**src/rtl/branch_resolve_unit.sv**
```systemverilog
// branch_resolve_unit
//   Resolves conditional branches in EX and owns the direct-mapped branch
//   history table (BHT) of 2-bit saturating counters that IF reads for its
//   taken/not-taken prediction. A misprediction raises a registered,
//   one-cycle redirect to fetch.
//
//   Optional feature macro: BRANCH_PERF_CNT_EN. When it is defined, the
//   saturating counters perf_branches and perf_mispredicts are added.
//
// Ports
//   clk, reset        clock; synchronous active-high reset
//   if_pc             fetch PC for the BHT lookup
//   pred_taken        combinational prediction (counter MSB) for if_pc
//   ex_*              EX-stage branch inputs (valid, type, operands, pc, imm,
//                     carried prediction, flush)
//   takebranch        combinational resolved outcome
//   mispredict        registered one-cycle pulse
//   redirect_pc       registered correct next PC, valid while mispredict=1
//   perf_branches     (BRANCH_PERF_CNT_EN) resolved-branch count
//   perf_mispredicts  (BRANCH_PERF_CNT_EN) mispredict-pulse count
module branch_resolve_unit #(
   parameter int         XLEN        = 32,
   parameter int         BHT_ENTRIES = 64,
   parameter logic [1:0] CTR_INIT    = 2'b01
) (
   input  logic            clk,
   input  logic            reset,
   input  logic [XLEN-1:0] if_pc,
   output logic            pred_taken,
   input  logic            ex_valid,
   input  logic            ex_is_branch,
   input  logic [2:0]      ex_funct3,
   input  logic [XLEN-1:0] ex_opA,
   input  logic [XLEN-1:0] ex_opB,
   input  logic [XLEN-1:0] ex_pc,
   input  logic [XLEN-1:0] ex_imm,
   input  logic            ex_pred_taken,
   input  logic            ex_flush,
   output logic            takebranch,
   output logic            mispredict,
   output logic [XLEN-1:0] redirect_pc
`ifdef BRANCH_PERF_CNT_EN
   ,
   output logic [31:0]     perf_branches,
   output logic [31:0]     perf_mispredicts
`endif
);

   localparam int IW = $clog2(BHT_ENTRIES);

   logic [1:0]      bht [BHT_ENTRIES];
   logic [IW-1:0]   if_idx, ex_idx;
   logic            legal, cond, resolved, mis_now;
   logic [1:0]      ctr_cur, ctr_next;
   logic [XLEN-1:0] target, fall_thru;

   // Only the index bits of the fetch PC feed the lookup.
   logic unused_if_pc;
   assign unused_if_pc = ^{if_pc[XLEN-1:IW+2], if_pc[1:0]};

   assign if_idx = if_pc[IW+1:2];
   assign ex_idx = ex_pc[IW+1:2];

   // Lookup reads the array directly: a same-cycle update to the same index
   // is not bypassed, so IF sees the pre-update counter.
   assign pred_taken = bht[if_idx][1];

   always_comb begin
      legal = 1'b1;
      cond  = 1'b0;
      case (ex_funct3)
         3'b000:  cond = (ex_opA == ex_opB);
         3'b001:  cond = (ex_opA != ex_opB);
         3'b100:  cond = ($signed(ex_opA) <  $signed(ex_opB));
         3'b101:  cond = ($signed(ex_opA) >= $signed(ex_opB));
         3'b110:  cond = (ex_opA <  ex_opB);
         3'b111:  cond = (ex_opA >= ex_opB);
         default: legal = 1'b0;   // 010/011 behave as non-branches
      endcase
   end

   assign resolved   = ex_valid & ex_is_branch & ~ex_flush & legal;
   assign takebranch = resolved & cond;
   assign mis_now    = resolved & (takebranch != ex_pred_taken);

   // Both adds wrap modulo 2^XLEN.
   assign target    = ex_pc + ex_imm;
   assign fall_thru = ex_pc + XLEN'(4);

   assign ctr_cur = bht[ex_idx];

   always_comb begin
      ctr_next = ctr_cur;
      if (takebranch) begin
         if (ctr_cur != 2'b11) ctr_next = ctr_cur + 2'd1;
      end else begin
         if (ctr_cur != 2'b00) ctr_next = ctr_cur - 2'd1;
      end
   end

   always_ff @(posedge clk) begin
      if (reset) begin
         for (int i = 0; i < BHT_ENTRIES; i++) bht[i] <= CTR_INIT;
         mispredict  <= 1'b0;
         redirect_pc <= '0;
      end else begin
         if (resolved) bht[ex_idx] <= ctr_next;
         mispredict <= mis_now;
         if (mis_now) redirect_pc <= takebranch ? target : fall_thru;
      end
   end

`ifdef BRANCH_PERF_CNT_EN
   // Counting mis_now in a non-reset cycle matches the pulses emitted.
   always_ff @(posedge clk) begin
      if (reset) begin
         perf_branches    <= '0;
         perf_mispredicts <= '0;
      end else begin
         if (resolved && perf_branches != 32'hFFFF_FFFF)
            perf_branches <= perf_branches + 32'd1;
         if (mis_now && perf_mispredicts != 32'hFFFF_FFFF)
            perf_mispredicts <= perf_mispredicts + 32'd1;
      end
   end
`endif

endmodule

```
**config.mk**
```make
export PLATFORM = sky130hd
export DESIGN_NAME = branch_resolve_unit
export DESIGN_NICKNAME = d
export VERILOG_FILES = /design/src/rtl/branch_resolve_unit.sv
export SDC_FILE = /design/constraint.sdc
export NUM_CORES = 1
export LEC_CHECK = 0
export BUFFER_PORTS_ARGS = -buffer_cell sky130_fd_sc_hd__buf_2
export CAP_MARGIN = 30
export CORE_ASPECT_RATIO = 0.6
export CORE_MARGIN = 5
export CORE_UTILIZATION = 50
export DETAILED_ROUTE_END_ITERATION = 8
export PLACE_DENSITY = 0.72
export SLEW_MARGIN = 0
export SYNTH_ARGS = -nofsm -noshare
export SYNTH_HDL_FRONTEND = slang
export SYNTH_SLANG_ARGS = --single-unit
```
**constraint.sdc**
```tcl
create_clock -name clk -period 4.6 [get_ports clk]
set_input_delay 0.92 -clock clk [delete_from_list [all_inputs] [get_ports clk]]
set_output_delay 0.92 -clock clk [all_outputs]
set_load 0.01 [all_outputs]
```
==> summary.md <==
| Metric | Value |
|---|---|
| Total power of the final layout | 3.87 mW |
| Layout cells sized above 1 | 0.223 |
| Root cell of the clock tree | clkbuf_16 |
| Setup TNS | 0 ps |
| Netlist area before placement | 11500 um^2 |
| Maximum number of pins on one net before global-route repair | 82 |
| Number of enable flip-flop cells after synthesis | 128 |
| Type of element capturing the critical path | primary output |
| CP Max Fanout | 6 |
| WL final | 37000 um |
| Clock tree from TritonCTS | built |
| Router iterations before antenna repair | 5 |
| Hold buffer count at CTS | 0 |
| Critical Path Source Type | input pin |
| Boundary pin count | 204 |
| Ys flop type | edfxtp_1 |
| Upper clock frequency limit | 0.239 GHz |
| Number of clock buffers inserted by TritonCTS | 17 |
| Share of synthesized area occupied by flip-flops and latches | 0.392 |
| Post-CTS setup buffer count | 0 |
| Number of vias after detailed routing | 10700 |
| H-tree levels | 4 |
| Leakage power summed over all cells | 5.16 nW |
| Clock network latency to the later pin of the worst-skew pair | 440 ps |
| Number of instances in the placed design | 1703 |
| Layout Area Growth over Synthesis | 15.9% |
| Reg2reg start | bht[57][1] |
| Data arrival time at the worst-slack endpoint | 3270 ps |
| Number of clock sinks | 161 |
| Final hold violations | 0 |
| Initial cell density of the core | 0.502 |
| Count of final setup violators | 0 |
| Unrepaired setup endpoints after global routing | false |
| Final nets | 1641 |
| Power per unit of standard cell area | 291 nW/um^2 |
| Number of standard cells in the layout, taps in and fillers out | 1736 |
| Warnings from Yosys | 0 |
| Place WS | 404 ps |
| Detailed router's first-iteration violation count | 1410 |
| Mean instance size in the synthesized netlist | 9.20 um^2 |
| Residual DRC | 0 |
| CTS clk-pin slew, worst paths | 60 ps |
| Quantity of I/O buffers inserted on ports | 177 |
| Average wire per standard cell | 21.3 um |
| CP Data Required Time | 3680 ps |
| Library cells used by synthesis | 69 |
| Synthesized flop and latch total | 161 |
| Max-slew violations | 0 |
| Die span in y | 127 um |
| Via count of the first global-routing pass | 9765 |
| Area of the die | 26200 um^2 |
| Half-perimeter wire length of the detailed placement result | 27800 um |
| Syn nets | 1483 |
| Number of gates resized after CTS | 0 |
| HP Class | flip-flop to flip-flop |
| Placer's final routability congestion estimate | 0.977 |
| Number of nets still failing antenna checks after routing | 0 |
| Launch point of the worst path | ex_opB[31] |
| GRT Residual Overflow | 0 |
| Status | finished, final reports clean |
| Clock buffer depth | 2 |
| Worst hold start | redirect_pc[31] |
| Class of the most critical setup path | input pin to primary output |
| Async set-or-reset flop fraction in the synthesized netlist | 0 |
| Core ar. | 22900 um^2 |
| Initial antenna violation count | 2 |
| First-pass GRT wire length | 56100 um |
| Total number of placement rows | 43 |
| Number of violations of the max-capacitance limit | 0 |
| Setup slack of the critical path after layout | 408 ps |
| Total Routing Usage GR | 0.279 |
| Syn Inst Count | 1249 |
| Overall die width | 206 um |
| Number of vias per cell | 6.17 |
| Final Skew | 9.80 ps |
| Worst-case vdd ir drop | 0.248 mV |
| Share of the cycle needed by the critical path after routing | 0.911 |
| Post-route minimum period | 4190 ps |
| Layout Utilization | 0.582 |
| Worst max-slew margin expressed relative to the limit | 0.367 |
| Worst Tran Pin Value | 949 ps |
## cell families after synthesis
group	Yosys count	synth area share
simple gates	512	0.205
compound gates	263	0.148
flops	161	0.392
buf+inv	134	0.0548
fa+ha+maj	67	0.0734
mux	57	0.0848
xor+xnor	55	0.0419
## metal layers
layer / global-route usage / wire [um] / vias up
met1: 0.436 / 16400 / 5019
met4: 0.0594 / 588 / 0
met3: 0.0977 / 5350 / 54
li1: - / - / 4915
met2: 0.368 / 14600 / 719
met5: 0 / 0 / -
## synth_stat cells, types with 31 or more instances
library cell / n / area [um^2]
o21ai_0: 48 / 240
nand2_1: 176 / 661
nor2_1: 131 / 492
xnor2_1: 39 / 342
mux4_2: 31 / 698
inv_1: 52 / 195
ha_1: 64 / 801
edfxtp_1: 128 / 3840
dfxtp_1: 33 / 661
a21oi_1: 77 / 385
clkbuf_1: 43 / 161
nand3_1: 94 / 470
## area by class of cell
class	instances	area, um^2
inverters	53	199
multi-input cells	954	6370
well taps	315	394
clock buffers	17	425
fillers	1966	9550
clock inverters	14	134
repair buffers	220	1280
diodes	2	5.00
flip-flops and latches	161	4500
## worst max-delay path: stages
cell and delay, ps:
buf_2 70, inv_1 30, ha_1 400, nand4_1 220
nor3_2 300, a31oi_1 160, a211o_1 290, a22o_1 200
mux2_2 310, nand2b_4 190, inv_1 60, buf_2 120
## power breakdown
part           total (mW)  switching, mW  internal (mW)  leakage [nW]
sequential           1.62         0.0234           1.60          1.39
combinational       0.863          0.521          0.342          3.50
clock                1.39          0.636          0.751         0.277
total                3.87           1.18           2.69          5.16
## flip-flops by register name, indices dropped and copies added, names as in the netlist
| name | count |
|---|---|
| bht | 128 |
| mispredict | 1 |
| redirect_pc | 32 |
## stage by stage
stage / hold slack [ps] / cell area, um^2
after floorplan: 499 / 11500
after detailed placement: 470 / 12800
after CTS: 487 / 13300
after global placement: 464 / 12800
after global routing: 506 / 13300
final: 482 / 13300
## worst paths after layout
check,to,slack (ps),depth (start not counted)
max,takebranch,410,12
min,redirect_pc[31],480,2
max reg2reg,bht[50][0],1620,10
min reg2reg,redirect_pc[31],480,2
## placed cells by master, fill, tap and decap left out, drive strengths merged, types with 3 or more instances in the layout
cell	netlist	layout
nand4	21	21
a221oi	17	17
o21bai	4	4
or2	6	6
o21ai	48	48
nand2b	9	9
nand3	94	94
o22ai	29	29
a21o	15	15
mux4	31	31
nor2b	11	11
clkbuf	43	17
nor3	25	25
xnor2	39	39
a211oi	12	12
clkinv	0	9
inv	53	57
edfxtp	128	128
mux2	13	13
a22o	7	7
or4	3	3
buf	38	220
xor2	16	16
o21a	7	7
or3	7	7
a22oi	9	9
a211o	3	3
a31oi	5	5
nor4	5	5
o221ai	7	7
dfxtp	33	33
mux2i	13	13
a21boi	3	3
a2111oi	3	3
nor2	132	132
and2	9	9
ha	64	64
a21oi	78	78
and3	9	9
nand2	176	176
No activity file was read; power rests on OpenSTA's default activity.
